==> src/rtl/fifo_word_packer.sv <==
// fifo_word_packer: gathers RATIO narrow beats (little-endian) into one
// WIDTH-bit word and pushes it into the downstream shift-register FIFO,
// never pushing while the FIFO reports full. A flush closes a partial word
// early with the unwritten upper bits left at zero.
module fifo_word_packer #(
  parameter int WIDTH    = 8,
  parameter int IN_WIDTH = 2,
  parameter int RATIO    = WIDTH / IN_WIDTH,
  parameter int CNTWID   = $clog2(RATIO + 1)
) (
  input  logic                clk,
  input  logic                rst,
  input  logic [IN_WIDTH-1:0] in_data,
  input  logic                in_valid,
  output logic                in_ready,
  input  logic                flush,
  input  logic                full,
  output logic                push,
  output logic [WIDTH-1:0]    data_in,
  output logic [CNTWID-1:0]   beat_count
);

  // FILL: word under assembly. HOLD: completed word waiting for FIFO space.
  typedef enum logic {
    FILL = 1'b0,
    HOLD = 1'b1
  } state_e;

  state_e              state_q, state_d;
  logic [CNTWID-1:0]   count_q, count_d;
  logic [WIDTH-1:0]    word_q, word_d;

  logic                accept;
  logic                last_beat;
  logic [WIDTH-1:0]    beat_at_count;
  logic [WIDTH-1:0]    beat_at_zero;

  // A completed word leaves as soon as the FIFO has room. Accepting a new beat
  // in that same cycle keeps streaming bubble-free. in_ready is gated by rst
  // so nothing is taken while reset is held.
  assign push       = (state_q == HOLD) & ~full;
  assign in_ready   = rst & ((state_q == FILL) | push);
  assign accept     = in_valid & in_ready;
  assign data_in    = word_q;
  assign beat_count = count_q;

  // The beat that completes the word is the one landing in the top slot.
  assign last_beat    = (count_q == CNTWID'(RATIO - 1));
  // During overlap the incoming beat opens a fresh word at slot 0.
  assign beat_at_zero = WIDTH'(in_data);

  // Steer the incoming beat into the slot selected by the beat counter.
  always_comb begin
    beat_at_count = '0;
    for (int k = 0; k < RATIO; k++) begin
      if (count_q == CNTWID'(k)) begin
        beat_at_count[k*IN_WIDTH +: IN_WIDTH] = in_data;
      end
    end
  end

  // Next-state, counter and word update for the FILL/HOLD controller.
  always_comb begin
    state_d = state_q;
    count_d = count_q;
    word_d  = word_q;
    case (state_q)
      FILL: begin
        if (accept) begin
          // Unwritten slots are still zero, so OR-ing in the beat is enough.
          word_d = word_q | beat_at_count;
          if (last_beat || flush) begin
            // A flush on the final beat closes the same word: one push only.
            state_d = HOLD;
            count_d = '0;
          end else begin
            count_d = count_q + CNTWID'(1);
          end
        end else if (flush && (count_q != '0)) begin
          // Close a partial word; the upper slots are already zero padding.
          state_d = HOLD;
          count_d = '0;
        end
      end
      HOLD: begin
        if (push) begin
          if (accept) begin
            word_d = beat_at_zero;
            if (flush) begin
              // The single new beat is itself closed as a padded word.
              state_d = HOLD;
              count_d = '0;
            end else begin
              state_d = FILL;
              count_d = CNTWID'(1);
            end
          end else begin
            word_d  = '0;
            state_d = FILL;
            count_d = '0;
          end
        end
        // With full asserted everything holds and flush has no effect.
      end
      default: begin
        state_d = FILL;
        count_d = '0;
        word_d  = '0;
      end
    endcase
  end

  // State registers; reset discards any partial or pending word immediately.
  always_ff @(posedge clk or negedge rst) begin
    if (!rst) begin
      state_q <= FILL;
      count_q <= '0;
      word_q  <= '0;
    end else begin
      state_q <= state_d;
      count_q <= count_d;
      word_q  <= word_d;
    end
  end

endmodule
==> config.mk <==
export PLATFORM = sky130hd
export DESIGN_NAME = fifo_word_packer
export DESIGN_NICKNAME = d
export VERILOG_FILES = /design/src/rtl/fifo_word_packer.sv
export SDC_FILE = /design/constraint.sdc
export NUM_CORES = 1
export LEC_CHECK = 0
export BUFFER_PORTS_ARGS = -buffer_cell sky130_fd_sc_hd__buf_2
export CORE_AREA = 2 2 46 48
export CTS_CLUSTER_SIZE = 20
export DETAILED_ROUTE_END_ITERATION = 16
export DIE_AREA = 0 0 48 50
export PLACE_DENSITY_LB_ADDON = 0.3
export SETUP_SLACK_MARGIN = 0.05
export SKIP_CTS_REPAIR_TIMING = 1
export SKIP_LAST_GASP = 1
export SLEW_MARGIN = 15
export SYNTH_ARGS = -nofsm -noshare
export SYNTH_HDL_FRONTEND = slang
export SYNTH_SLANG_ARGS = --single-unit
==> constraint.sdc <==
create_clock -name clk -period 1.4 [get_ports clk]
set_input_delay 0.28 -clock clk [delete_from_list [all_inputs] [get_ports clk]]
set_output_delay 0.28 -clock clk [all_outputs]
set_load 0.05 [all_outputs]
Word-level counts from Yosys, hierarchy flattened. Index checks and enable logic that the tools add are counted.

Memories kept: 0. ROM bits: 0. RAM bits: 0. Input bits: 7. Register bits: 12. Latch bits: 0. Logic and storage cells: 45.

Shift-type cells: 0. Equal/unequal tests: 6. Bitwise operators: 7. Add/sub/neg operators: 1. Multiply operators: 0. $lt $le $gt $ge: 0. Muxes and demuxes: 22. Divide/modulo/power cells: 0. Reductions and logical operators: 6.

Operators by type and width (number): $mux 8 (2); $pmux 8 s2 (1); $mux 3 (5); $mux 2 (5); $or 8x8->8 (1); $mux 1 (7); $eq 3x2->1 const B (2); $pmux 3 s2 (1); $ne 2x2->1 const B (2); $reduce_and 2->1 (2); $add 3x1->3 const B (1); $and 1x1->1 (3); $eq 3x1->1 const B (1); $logic_not 3->1 (1); $ne 3x2->1 const B (1); $reduce_bool 3->1 (1); $not 1->1 (2); $pmux 1 s2 (1); $logic_and 1x1->1 (1); $logic_or 1x1->1 (1); $or 1x1->1 (1).

Logic depth before layout (Yosys ltp).
Depth in word-level cells: 8. Mapped depth: 5.

Worst setup path before layout. No wires, ideal clock.

Kind: input-to-reg. From: input port full. To: register count_q[0] (netlist: beat_count[0]). Stages: 4. Buffers on the path: 1. Arrival time: 1497 ps. Data required time: 1311 ps. Setup slack: -186 ps. Setup time: 89 ps. Cells stage by stage: buf_2 > nor2b_1 > a2bb2oi_1 > o211ai_1.

Cells in the longest elaborated chain, start to end: 8.

Ends and longest elaborated chain: start, declared (RTL line 17) `input logic full,`; $not 1->1 * (RTL line 41) `assign push = (state_q == HOLD) & ~full;`; $and 1x1->1 * (RTL line 41); via push (RTL line 18) `output logic push,`; $or 1x1->1 (RTL line 42) `assign in_ready = rst & ((state_q == FILL) | push);`; $and 1x1->1 (RTL line 42); $and 1x1->1 (RTL line 43) `assign accept = in_valid & in_ready;`; $mux 3 (RTL line 87) `if (accept) begin`; $mux 3 (RTL line 86) `if (push) begin`; $pmux 3 s2 (RTL line 67) `case (state_q)`; end signal, assigned (RTL line 121) `count_q <= count_d;`; end, declared (RTL line 30) `logic [CNTWID-1:0] count_q, count_d;`.

The timed path passes the listed nets; every way through them passes the cells marked *. The select of a mux whose other input is x is not followed. A chain may end at the register's enable or synchronous reset.

Worst setup path in the final report.
From: register state_q. To: output port in_ready.

Cells in the longest elaborated chain, start to end: 3.

Ends and longest elaborated chain: start, declared (RTL line 29) `state_e state_q, state_d;`; start signal, assigned (RTL line 120) `state_q <= state_d;`; $and 1x1->1 or $not 1->1 (tied branches); $or 1x1->1 * (RTL line 42); $and 1x1->1 * (RTL line 42); end, declared (RTL line 15) `output logic in_ready,`.

Every way passes the cells marked *; elsewhere a longest branch is shown, timed or not.

==> metrics.yaml <==
skew_ns: 0.00256
setup-violations-final: 0
r2r_cells: 5
cts.clk_slew.worst_paths_ns: 0.08
syn_area_per_cell_sq_um: 9.61
core_area_sq_um: 1900
synth_seq_cells: 12
ys_seq_area_frac: 0.434
clock.fmax_ghz: 0.734
routed_wirelength_mm: 2.03
grt_use_total: 0.167
dp_slack_ns: 0.0901
post-route-util: 0.533
die_h_um: 50
power_mw: 1.75
first_iter_violations: 22
cp.required_ns: 1.12
layout-drive-gt1-share: 0.500
cp-start-kind: "flip-flop"
critical_path_peak_fanout: 5
synth_area_sq_um: 692
relSlewSlack: 0.832
synth_cells: 72
drtAntennaViolNets: 0
pin_count: 20
grt.overflow.total: 0
vias: 709
drc: 0
nets: 119
cts.path.max_buffers: 2
via_per_inst: 5.33
areaGrowthSynthToFinish_pct: 46.5
leakage_nw: 0.477
fillCellCount: 178
antenna_cells: 0
wl_per_cell_um: 15.3
critical_path.top_delay_family: "flip-flops"
dr.pass1.iters: 4
gp_congestion: 0.773
htreeDepth: 1
min_period_ns: 1.36
grt_pass1_vias: 630
cts_root_buf: "clkbuf_4"
clkLatencyLatePin_ns: 0.28
fin_crit_sh: 0.974
fin_area_sq_um: 1010
synth_cell_types: 25
crit_type: "flip-flop to output pin"
cp-end-kind: "output pin"
postPlaceCellArea_sq_um: 846
numCtsBuffers: 3
max_stage_delay_ns: 0.45
grt_first_pass_wirelength_mm: 2.79
synth_top_area_frac: 0.434
cap_viol_max_count: 0
peakVddDrop_uv: 787
path_cells: "nand2_2, and2_4, buf_8"
fin_cells: 133
finalWorstSetupSlack_ns: 0.0369
dp_hpwl_mm: 1.27
critPathArrivalTime_ns: 1.08
drv_slew: 0
dp.cells: 120
worst_path_max_delay_cell: "dfrtp_2"
tritoncts: "done"
multi_input_area_sq_um: 408
power.density_nw_per_um2: 1730
synth_warnings: 0
hold_viol_final: 0
rows: 16
die_w_um: 48
antenna_found_initial: 0
start_util: 0.364
status: "completed"
synthesis.nets: 84
synth_area_leader_cell: "dfrtp_1"
seq_area_sq_um: 305
cp.depth: 3
dieArea_sq_um: 2400
hold_path.class: "input port to async pin"
rsz0062_at_grt: "yes"
synth.area.top_cells: "dfrtp_1, a21oi_1, ha_1"
cts_sinks: 12
portBuffers: 19
tightestPinTransition_ns: 0.254
crit_buf_inv: 1
grt_start_max_net_pins: 17
[layer usage]
| layer | vias to the layer above | track usage | share of wire |
|---|---|---|---|
| met5 | - | 0 | 0 |
| met4 | 0 | 0.126 | 0.054 |
| met3 | 10 | 0.0256 | 0.046 |
| met2 | 33 | 0.238 | 0.50 |
| met1 | 335 | 0.217 | 0.40 |
| li1 | 331 | - | - |
[cells in the final DEF (no fill, tap or decap), types with 3 or more instances in the layout]
master and instances:
o211ai_1 3, buf_2 17, dfrtp_1 8, nand2_1 7
a21oi_1 14, clkbuf_4 3, buf_4 13, dfrtp_2 4
[path summary, 6_finish.rpt]
check                              start            end  slack (ns)
min reg2reg                   data_in[2]     data_in[2]        0.54
max reg2reg                beat_count[0]  beat_count[0]        0.04
min                                  rst     data_in[4]        0.05
max                              state_q       in_ready        0.04
max in group asynchronous            rst  beat_count[1]        0.64
min in group clk              in_data[1]     data_in[3]        0.30
[area by class of cell]
class,count,area share
sequential,12,0.301
tap,27,0.0333
multi-input combinational,54,0.402
timing repair buffer,33,0.216
inverter,3,0.0111
clock buffer,4,0.0358
[synthesized netlist by cell type]
master      n
ha_1        5
o2bb2ai_1   1
nor2_1      1
a32oi_1     1
and3b_2     1
o21ai_0     1
nand2b_1    2
and3_2      2
o21ai_1     2
nand3_1     2
and4b_1     2
inv_1       3
dfrtp_1    12
a21o_1      1
nand2_1     8
and2_2      1
buf_6       1
a21oi_1    14
a22oi_1     2
a2bb2oi_1   1
a221o_1     1
a211o_1     1
o211ai_1    3
buf_2       2
nor2b_1     2
[flip-flops by register name, summed over array words and instances (netlist names)]
signal      count
data_in         8
beat_count      3
state_q         1
[worst reg2reg max path: cells and delay by family, from the launching register on]
| family | cells | cell delay (ns) |
|---|---|---|
| DFF | 1 | 0.46 |
| adders and majority gates | 2 | 0.35 |
| and+or+nand+nor | 2 | 0.23 |
| AOI/OAI and AO/OA | 1 | 0.22 |
[cells by family after synthesis]
family	count (synthesis)	synth area share
AOI/OAI and AO/OA	28	0.253
and+or+nand+nor	21	0.175
DFF	12	0.434
buffers and inverters	6	0.0470
adders and majority gates	5	0.0904
[stage by stage]
| step | TNS [ns] | hold slack, ns |
|---|---|---|
| 4_1_cts | -0.322 | -0.151 |
| 2_1_floorplan | 0 | -0.0156 |
| 5_1_grt | 0 | 0.0461 |
| 3_3_place_gp | 0 | 0.172 |
| 6_report | 0 | 0.0500 |
| 3_5_place_dp | 0 | 0.166 |
[report_power, final]
group	switching, mW	internal [mW]	total (mW)
Clock	0.131	0.158	0.289
Sequential	0.0911	0.430	0.521
Combinational	0.572	0.373	0.945
Total	0.794	0.961	1.75
Note: power is estimated with default switching activity, not from simulation.
